[config.mk]
export PLATFORM = sky130hd
export DESIGN_NAME = thresh_recover_ctr
export DESIGN_NICKNAME = d
export VERILOG_FILES = /design/src/rtl/thresh_ctr_pkg.sv /design/src/rtl/thresh_recover_ctr_sat_counter.sv /design/src/rtl/thresh_recover_ctr.sv
export SDC_FILE = /design/constraint.sdc
export NUM_CORES = 1
export LEC_CHECK = 0
export CAP_MARGIN = 5
export CORE_MARGIN = 3
export CORE_UTILIZATION = 40
export DETAILED_ROUTE_END_ITERATION = 16
export DONT_BUFFER_PORTS = 1
export PLACE_DENSITY = 0.5
export SLEW_MARGIN = 20
export SYNTH_ARGS = -nofsm -noshare
export SYNTH_HDL_FRONTEND = slang
export SYNTH_SLANG_ARGS = --single-unit
[constraint.sdc]
create_clock -name clk -period 2.22 [get_ports clk]
set_input_delay 0.333 -clock clk [delete_from_list [all_inputs] [get_ports clk]]
set_output_delay 0.333 -clock clk [all_outputs]
set_load 0.005 [all_outputs]
[src/rtl/thresh_ctr_pkg.sv]
// Shared types and constants for the threshold/recover counter block.
package thresh_ctr_pkg;

    typedef enum logic {
        RUN  = 1'b0,
        HOLD = 1'b1
    } state_t;

    localparam int WRAP_W   = 8;
    localparam int WRAP_MAX = 255;

endpackage

[src/rtl/thresh_recover_ctr_sat_counter.sv]
// Saturating up-counter with synchronous active-low reset; used for the recovery tally.
module sat_counter #(
    parameter int               WIDTH = 8,
    parameter logic [WIDTH-1:0] MAX   = '1
) (
    input  logic             clk,
    input  logic             rst_n,
    input  logic             inc,
    output logic [WIDTH-1:0] value
);

    logic [WIDTH-1:0] r_value;

    always_ff @(posedge clk) begin
        if (!rst_n) begin
            r_value <= '0;
        end else if (inc && (r_value != MAX)) begin
            r_value <= r_value + WIDTH'(1);
        end
    end

    assign value = r_value;

endmodule

[src/rtl/thresh_recover_ctr.sv]
// Counter that accepts increments up to THRESHOLD+1, then spends one HOLD cycle clearing itself.
// Optional embedded assertions are enabled by defining THRESH_CTR_SVA_EN.
//
//   state | meaning
//   RUN   | counting; moves to HOLD on the cycle after count first exceeds THRESHOLD
//   HOLD  | recovery; count forced to 0 and return to RUN on the next edge
module thresh_recover_ctr
    import thresh_ctr_pkg::*;
#(
    parameter int WIDTH     = 4,
    parameter int THRESHOLD = 8
) (
    input  logic              clk,
    input  logic              rst_n,
    input  logic              inc_i,
    input  logic              clr_i,
    output logic              inc_ready_o,
    output logic [WIDTH-1:0]  count_o,
    output logic              over_o,
    output logic              busy_o,
    output logic [WRAP_W-1:0] wrap_cnt_o
);

    // THRESHOLD+1 must be representable so the count can never wrap.
    if (THRESHOLD >= (2 ** WIDTH) - 1) begin : g_bad_threshold
        $error("thresh_recover_ctr: THRESHOLD must be below 2**WIDTH-1");
    end

    localparam logic [WIDTH-1:0] TH_W = WIDTH'(THRESHOLD);

    state_t           r_state;
    state_t           w_state_nxt;
    logic [WIDTH-1:0] r_count;
    logic [WIDTH-1:0] w_count_nxt;
    logic             w_over_raw;
    logic             w_wrap_inc;
    logic             w_ready_run;

    assign w_over_raw  = (r_count > TH_W);
    assign w_ready_run = (r_state == RUN) && !w_over_raw;

    always_ff @(posedge clk) begin
        if (!rst_n) begin
            r_state <= RUN;
            r_count <= '0;
        end else begin
            r_state <= w_state_nxt;
            r_count <= w_count_nxt;
        end
    end

    always_comb begin
        w_state_nxt = r_state;
        w_count_nxt = r_count;
        w_wrap_inc  = 1'b0;
        if (clr_i) begin
            w_state_nxt = RUN;
            w_count_nxt = '0;
        end else begin
            case (r_state)
                RUN: begin
                    if (w_over_raw) begin
                        w_state_nxt = HOLD;
                        w_wrap_inc  = 1'b1;
                    end else if (inc_i) begin
                        w_count_nxt = r_count + WIDTH'(1);
                    end
                end
                HOLD: begin
                    w_state_nxt = RUN;
                    w_count_nxt = '0;
                end
                default: begin
                    w_state_nxt = RUN;
                    w_count_nxt = '0;
                end
            endcase
        end
    end

    sat_counter #(
        .WIDTH (WRAP_W),
        .MAX   (WRAP_W'(WRAP_MAX))
    ) u_wrap_cnt (
        .clk   (clk),
        .rst_n (rst_n),
        .inc   (w_wrap_inc),
        .value (wrap_cnt_o)
    );

    // While in reset the block presents its reset state: RUN with count 0.
    assign inc_ready_o = !clr_i && (!rst_n || w_ready_run);
    assign count_o     = r_count;
    assign over_o      = rst_n && w_over_raw;
    assign busy_o      = rst_n && (r_state == HOLD);

`ifdef THRESH_CTR_SVA_EN
    // Anchored on the first over cycle; HOLD still shows the old count and clr_i overrides recovery.
    a_recover_latency: assert property (@(posedge clk) disable iff (!rst_n)
        (count_o > TH_W) && !busy_o && !clr_i |-> ##2 (count_o == '0))
        else $error("a_recover_latency: count_o not 0 two cycles after exceeding THRESHOLD");

    a_drop_no_queue: assert property (@(posedge clk) disable iff (!rst_n)
        (inc_i && !inc_ready_o) |=> ($stable(count_o) || (count_o == '0)))
        else $error("a_drop_no_queue: dropped increment changed count_o");
`endif

endmodule

Yosys cells after proc, flatten, opt, wreduce, memory -nomap -nowiden
Index checks and enable logic that the tools add are counted.
{"block": "totals", "register_bits": 13}
{"block": "classes", "reduce_logical": 11, "n_eq_ne": 3, "n_bitwise": 2, "mux": 7, "order_cmp": 1, "n_addsub": 2}
{"op": "$add A8 B1 Y8 const B", "n": 1}
{"op": "$mux W4", "n": 2}
{"op": "$ne A8 B8 Y1 const B", "n": 1}
{"op": "$pmux W4 S2", "n": 1}
{"op": "$logic_and A1 B1 Y1", "n": 5}
{"op": "$add A4 B1 Y4 const B", "n": 1}
{"op": "$gt A4 B4 Y1 const B", "n": 1}
{"op": "$ne A2 B2 Y1 const B", "n": 2}
{"op": "$logic_not A1 Y1", "n": 3}
{"op": "$mux W1", "n": 3}
{"op": "$not A1 Y1", "n": 2}
{"op": "$pmux W1 S2", "n": 1}
{"op": "$reduce_and A2 Y1", "n": 1}
{"op": "$reduce_or A2 Y1", "n": 1}
{"op": "$logic_or A1 B1 Y1", "n": 1}

Depth between registers and ports, before layout
Gate-level depths: netlist (run 1).
{"block": "logic_depth", "word_depth": 5, "mapped_depth": 6, "depth_no_buf": 6}

Modules after synthesis
A second synthesis (run 1) with hierarchy kept.
{"block": "hier_totals", "cells_unflattened": 80, "area_unflattened_um2": 694.4}
{"module": "sat_counter", "n_inst": 1, "area_per_inst_um2": 404.1, "cells_each": 47}
{"module": "thresh_recover_ctr", "n_inst": 1, "area_per_inst_um2": 290.3, "cells_each": 33}

Worst setup path after synthesis (run 1)
OpenSTA, ideal clock, no wires.
{"block": "synth_timing", "kind": "reg2reg", "startpoint": "register r_count[0] (netlist: count_o[0])", "endpoint": "register u_wrap_cnt.r_value[4] (netlist: u_wrap_cnt.value[4])", "path_slack_ns": 0.538, "t_required_ns": 2.148, "t_arrival_ns": 1.610, "synth_period_minus_slack_ns": 1.682, "stages_incl_launch_ff": 7, "cell_sequence": "dfxtp_1 inv_1 ha_1 or2b_4 nand3_2 or4_1 a21oi_1"}
{"block": "synth_between", "elab_chain_cells": 5}
{"element": "start, declared", "line_no": "thresh_recover_ctr.sv:33", "rtl": "logic [WIDTH-1:0] r_count;"}
{"element": "start signal, assigned", "line_no": "thresh_recover_ctr.sv:48", "rtl": "r_count <= w_count_nxt;"}
{"element": "$gt A4 B4 Y1", "line_no": "thresh_recover_ctr.sv:39", "rtl": "assign w_over_raw = (r_count > TH_W);"}
{"element": "$mux W1", "line_no": "thresh_recover_ctr.sv:62", "rtl": "if (w_over_raw) begin"}
{"element": "$mux W1", "line_no": "thresh_recover_ctr.sv:60", "rtl": "case (r_state)"}
{"element": "$mux W1", "line_no": "thresh_recover_ctr.sv:56", "rtl": "if (clr_i) begin"}
{"element": "$logic_and A1 B1 Y1", "line_no": "thresh_recover_ctr_sat_counter.sv:17", "rtl": "end else if (inc && (r_value != MAX)) begin"}
{"element": "end signal, assigned", "line_no": "thresh_recover_ctr_sat_counter.sv:18", "rtl": "r_value <= r_value + WIDTH'(1);"}
{"element": "end, declared", "line_no": "thresh_recover_ctr_sat_counter.sv:12", "rtl": "logic [WIDTH-1:0] r_value;"}
No other way between the ends.
A chain may end at the register's enable or synchronous reset.

Worst setup path in the final report (run 1)
{"block": "layout_timing", "startpoint": "register r_count[0] (netlist: count_o[0])", "endpoint": "output inc_ready_o"}
{"block": "layout_between", "elab_chain_cells": 5}
{"element": "$gt A4 B4 Y1", "line_no": "thresh_recover_ctr.sv:39"}
{"element": "$logic_not A1 Y1", "line_no": "thresh_recover_ctr.sv:40", "rtl": "assign w_ready_run = (r_state == RUN) && !w_over_raw;"}
{"element": "$logic_and A1 B1 Y1", "line_no": "thresh_recover_ctr.sv:40"}
{"element": "$logic_or A1 B1 Y1", "line_no": "thresh_recover_ctr.sv:92", "rtl": "assign inc_ready_o = !clr_i && (!rst_n || w_ready_run);"}
{"element": "$logic_and A1 B1 Y1", "line_no": "thresh_recover_ctr.sv:92"}
{"element": "end, declared", "line_no": "thresh_recover_ctr.sv:17", "rtl": "output logic inc_ready_o,"}
No other way between the ends.

==> results of run 1 <==
## metal layers
layer  part of all wire [%]  vias up  global-route usage, %  routed length [µm]
met5                      0        -                      0                   0
met4                   0.73        0                  3.409                  10
met3                    9.3        2                  8.594                 128
met2                     40       21                  21.98                 544
met1                     50      250                  22.40                 690
li1                       -      292                      -                   -
## area by class of cell
class | count | area, µm² | area share (%)
Inverter | 7 | 26.28 | 3.763
Multi-Input combinational cell | 56 | 366.6 | 52.51
Tap cell | 15 | 18.77 | 2.688
Sequential cell | 13 | 260.3 | 37.28
Clock buffer | 4 | 26.28 | 3.763
## worst max-delay path: stages, from the launching register on
cell and delay [ns]:
dfxtp_1 0.43, inv_1 0.07, ha_1 0.19, or2b_4 0.23, nand2_1 0.07, nor2_1 0.17, nor3_1 0.09
## cells in the final DEF (no fill, tap or decap)
cell,netlist,final
or3_1,1,1
a211oi_1,1,1
mux2i_1,1,1
ha_1,3,3
or2b_4,1,1
xnor2_1,2,2
nand3_1,3,3
o31ai_1,2,2
inv_1,6,6
o41ai_1,3,3
o21ai_0,2,2
nor3_1,5,5
nor2_1,7,7
clkinv_1,1,1
nand3b_1,1,1
and2_1,2,2
o311ai_0,1,1
nand4_2,1,1
nor2_2,1,1
and3_1,1,1
or4_1,4,4
a41oi_1,1,1
a21oi_1,7,7
clkbuf_1,0,1
dfxtp_1,13,13
a31oi_1,1,1
nand2_1,4,4
clkbuf_4,0,3
nand3_2,1,1
## state kept, by name, summed over array words and instances (netlist names)
register / flops
u_wrap_cnt.value: 8
count_o: 4
r_state: 1
## through the flow
step | power, µW | utilization (%) | instances | worst slack (ns) | cell area (µm²)
floorplan | 255.5 | - | 76 | 0.5384 | 653.1
global placement | 258.6 | 47.48 | 91 | 0.3994 | 671.9
detailed placement | 259.1 | 47.48 | 91 | 0.4076 | 671.9
CTS | 404.6 | 49.34 | 95 | 0.3303 | 698.2
global route | 418.6 | 49.34 | 95 | 0.1951 | 698.2
finish | 393.9 | 49.34 | 95 | 0.3621 | 698.2
## report_power, final
group	internal (µW)	switching [µW]	leakage [µW]
clock	69.5	71.3	0.0000150
sequential	234	2.00	0.000105
combinational	6.26	10.7	0.000106
## cells by family (layout without fill, tap and decap cells)
family                   count (synthesis)  in the layout
AND/OR/NAND/NOR                         32             32
buffers and inverters                    7             11
flip-flops                              13             13
XOR/XNOR                                 2              2
adder cells (fa/ha/maj)                  3              3
multiplexers                             1              1
AO/OA/AOI/OAI                           18             18
## worst paths after layout
kind,from,end,slack [ns],cells after the start
worst max-delay path,count_o[0],inc_ready_o,0.36,6
worst min-delay path,rst_n,u_wrap_cnt.value[2],0.25,2
worst max register to register,count_o[0],u_wrap_cnt.value[6],0.38,6
worst min register to register,u_wrap_cnt.value[6],u_wrap_cnt.value[6],0.52,2
==> flow_metrics.tcl, run 1 <==
set metrics [dict create \
    synth_area_um2 653.1 \
    diodes 0 \
    fin_skew_ns 0.003516 \
    async_flop_share_pct 0 \
    postCtsHoldBufs 0 \
    start_kind "flop" \
    die_h_um 46.41 \
    ys_ff_latch 13 \
    cts_tree "yes" \
    die_w_um 46.41 \
    setup_violations 0 \
    ys_seq_area_share_pct 39.85 \
    synth_top_family_by_area "simple AND/OR/NAND/NOR gates" \
    route.vias.total 565 \
    drive_above_1_share_pct 8.750 \
    grt_pass1_wl_um 2463 \
    hpwl_um 1023 \
    nets 88 \
    syn_area_per_cell_um2 8.594 \
    synthMuxAreaShare_pct 1.533 \
    synth-edff-count 0 \
    routed_wl_um 1373 \
    fin_tns_setup_ns 0 \
    rows 13 \
    worstPathArrival_ns 1.52 \
    drt-initial-drc-count 11 \
    portBuffers 0 \
    start_util_pct 46.15 \
    syn_to_final_growth_pct 6.897 \
    syn_nets 83 \
    fill_cells 155 \
    post-route-min-period_ns 1.858 \
    ys_top_cells_by_count "dfxtp_1, a21oi_1, nor2_1" \
    drtAntennaViolNets 0 \
    dieArea_um2 2154 \
    worst_slew_pin_slew_ns 0.4168 \
    grt_use_total_pct 16.22 \
    crit_type "flop to output port" \
    grt-ovfl-total 0 \
    end_kind "output port" \
    cts_root_buf "clkbuf_4" \
    globalplace.congestion 0.7617 \
    postSynthCellCount 76 \
    grt_setup_unrepaired "no" \
    maxCapViolCount 0 \
    core_um2 1415 \
    viasPerCell 5.947 \
    cts_max_level 1 \
    critPathMaxFanout 6 \
    numCtsBuffers 3 \
    drc 0 \
    wl_per_cell_um 14.45 \
    synth_simple_gate_area_share_pct 28.16 \
    antenna_found_initial 0 \
    grt_max_degree 10 \
    power_density_nw_per_um2 564.2 \
    drtPass1Iterations 4 \
    slew_viol_final 0 \
    yosysWarnings 0 \
    yosysTopAreaCell "dfxtp_1" \
    hold_class "primary input to flop" \
    run_status "finished, final reports clean" \
    clock_path_buffers 2 \
    cts_setup_buffers 0 \
    netlist.area_leader.share_pct 39.85 \
    synth-main-ff-cell "dfxtp_1" \
    cp.required_ns 1.89 \
    fin_crit_sh_pct 83.69 \
    synth_fa_ha_area_share_pct 5.747 \
    peakVddDrop_uv 378.7 \
    grt_pass1_vias 544 \
    synth_cell_types 27 \
    synth-compound-area-share_pct 18.01 \
    path_clk_slew_ns 0.08 \
    timing_hold_violations_final 0 \
    synthXorXnorAreaFrac_pct 2.682 \
    p_leak_uw 0.0002262 \
    ctsResizeCount 0 \
    cts.sink_count 13 \
    insertion_delay_ns 0.27 \
    slew_headroom_pct 72.00 \
    yosys.cell_count.top_type "dfxtp_1" \
    pin_count 19 \
    hold_slack_ns 0.2514 \
    synth_area_leaders "dfxtp_1, ha_1, a21oi_1" \
    max_freq_mhz 538.2 \
]
Note: power is estimated with default switching activity, not from simulation.
==> run 2: changes to the inputs <==
==> constraint.sdc (replaced) <==
create_clock -name clk -period 1.9 [get_ports clk]
set_input_delay 0.285 -clock clk [delete_from_list [all_inputs] [get_ports clk]]
set_output_delay 0.285 -clock clk [all_outputs]
set_load 0.005 [all_outputs]
==> run 2 against run 1 <==
Worst hold slack got worse by 0.059 ns. Global-route usage decreased by 0.60 points. Sequential cell count unchanged. Routed wire length increased by 0.58%. Die area unchanged. Critical path type unchanged. Critical endpoint unchanged.
==> flow_metrics.tcl, run 2 (synthesis results as in run 1) <==
set metrics [dict create \
    drt-initial-drc-count 16 \
    grt_pass1_vias 558 \
    clockPowerShare_pct 36.5 \
    reg2reg_depth 6 \
    portBuffers 0 \
    insertion_delay_ns 0.28 \
    grt_pass1_wl_um 2387 \
    diodes 0 \
    pre_cts_slack_ns 0.2360 \
    path_clk_slew_ns 0.08 \
    core_um2 1415 \
    grt-ovfl-total 0 \
    post-route-min-period_ns 1.757 \
    drtPass1Iterations 4 \
    cts_tree "yes" \
    start_kind "flop" \
    seqPwrFrac_pct 58.3 \
    slowest_delay_ns 0.31 \
    swShare_pct 22.53 \
    grt_max_degree 10 \
    syn_to_final_growth_pct 10.34 \
    viasPerCell 5.908 \
    peakVddDrop_uv 345.2 \
    start_util_pct 46.15 \
    hold_class "primary input to flop" \
    timing_hold_violations_final 0 \
    grt_setup_unrepaired "no" \
    fin_skew_ns 0.001225 \
    wl_per_cell_um 14.09 \
    max_freq_mhz 569.1 \
    drtAntennaViolNets 0 \
    grt_use_total_pct 15.62 \
    end_kind "output port" \
    dieArea_um2 2154 \
    power_density_nw_per_um2 652.7 \
    drc 0 \
    run_status "finished, final reports clean" \
    rows 13 \
    worstPathArrival_ns 1.47 \
    slew_viol_final 0 \
    fin_crit_sh_pct 92.48 \
    hp-start "rst_n" \
    combPwrFrac_pct 5.1 \
    pin_count 19 \
    die_w_um 46.41 \
    fin_tns_setup_ns 0 \
    numCtsBuffers 3 \
    timing.final.ws_setup_ns 0.1429 \
    clock_path_buffers 2 \
    postCtsHoldBufs 0 \
    hpwl_um 1061 \
    p_int_uw 364.4 \
    routed_wl_um 1381 \
    p_leak_uw 0.0002410 \
    cp.required_ns 1.62 \
    worst_path_max_delay_cell "dfxtp_1" \
    drive_above_1_share_pct 12.05 \
    antenna_found_initial 0 \
    final_common_cell "dfxtp_1" \
    min_to "u_wrap_cnt.value[2]" \
    slew_headroom_pct 72.72 \
    crit_type "flop to output port" \
    path_cells "inv_1 > ha_1 > or2b_4 > nand2_1 > nor2_1 > nor3_1" \
    die_h_um 46.41 \
    final_core_util_pct 50.93 \
    r2r_slack_ns 0.22 \
    route.vias.total 579 \
    ctsResizeCount 0 \
    cts_max_level 1 \
    maxCapViolCount 0 \
    total_power_uw 470.4 \
    final_cell_mix "dfxtp_1, nor2_1, a21oi_1, inv_1, nor3_1" \
    placed_cell_area_um2 694.4 \
    reg2reg_to "u_wrap_cnt.value[5]" \
    setup_violations 0 \
    cts_setup_buffers 0 \
    nets 91 \
    whs_path_depth 2 \
    final_area_um2 720.7 \
    cts_root_buf "clkbuf_4" \
    largest_reg_flops 8 \
    critPathMaxFanout 6 \
    r2r_start "count_o[0]" \
    worst_slew_pin_slew_ns 0.4061 \
    cts.sink_count 13 \
    p_sw_uw 106.0 \
    globalplace.congestion 0.7699 \
]
run 2: changes by cell type in the layout (fill, tap and decap cells not counted):
cell and change:
buf_4 +3
run 2: area by class of cell:
| class | count | area, µm² |
|---|---|---|
| clock buffer | 4 | 26.28 |
| inverter | 7 | 26.28 |
| tap | 15 | 18.77 |
| sequential | 13 | 260.3 |
| timing repair buffer | 3 | 22.52 |
| fill | 147 | 694.4 |
| multi-input combinational | 56 | 366.6 |
run 2: metrics by stage:
step,hold WS (ns),cells
after floorplan,0.4744,76
after global placement,0.4834,94
after detailed placement,0.4853,94
after CTS,0.1861,98
after global routing,0.2128,98
final,0.1921,98
run 2: power by group through the flow:
stage | Clock, µW | Combinational (µW) | Sequential, µW
floorplan | 0 | 16.5 | 282
global placement | 0 | 23.8 | 281
detailed placement | 0 | 24.6 | 281
CTS | 178 | 24.6 | 274
global route | 197 | 27.3 | 275
finish | 172 | 24.2 | 274
run 2: worst max-delay path, delay by kind of cell, from the launching register on:
kind,cells,cell delay [ns]
adders and majority gates,1,0.14
and+or+nand+nor,4,0.69
buffers and inverters,1,0.05
DFF,1,0.31
run 2: worst max-delay path by stage:
stage | start | endpoint | slack (ns)
after floorplan | count_o[0] | u_wrap_cnt.value[4] | 0.22
after global placement | count_o[0] | u_wrap_cnt.value[5] | 0.29
after detailed placement | count_o[0] | u_wrap_cnt.value[5] | 0.24
after CTS | count_o[0] | inc_ready_o | 0.12
after global routing | count_o[0] | inc_ready_o | 0.01
final | count_o[0] | inc_ready_o | 0.14
run 2: metal layers:
metal	up-vias	wire (µm)	GRT usage, %
met5	-	0	0
met4	0	13	5.114
met3	2	112	7.813
met2	17	557	21.98
met1	259	697	20.47
li1	301	-	-
==> run 3: changes to the inputs <==
--- a/config.mk
+++ b/config.mk
@@ -5,7 +5,7 @@
 export SDC_FILE = /design/constraint.sdc
 export NUM_CORES = 1
 export LEC_CHECK = 0
-export CAP_MARGIN = 5
+export CAP_MARGIN = 20
 export CORE_MARGIN = 3
 export CORE_UTILIZATION = 40
 export DETAILED_ROUTE_END_ITERATION = 16
==> results of run 3 <==
No change in the layout: final DEF, timing and power equal those of run 2.
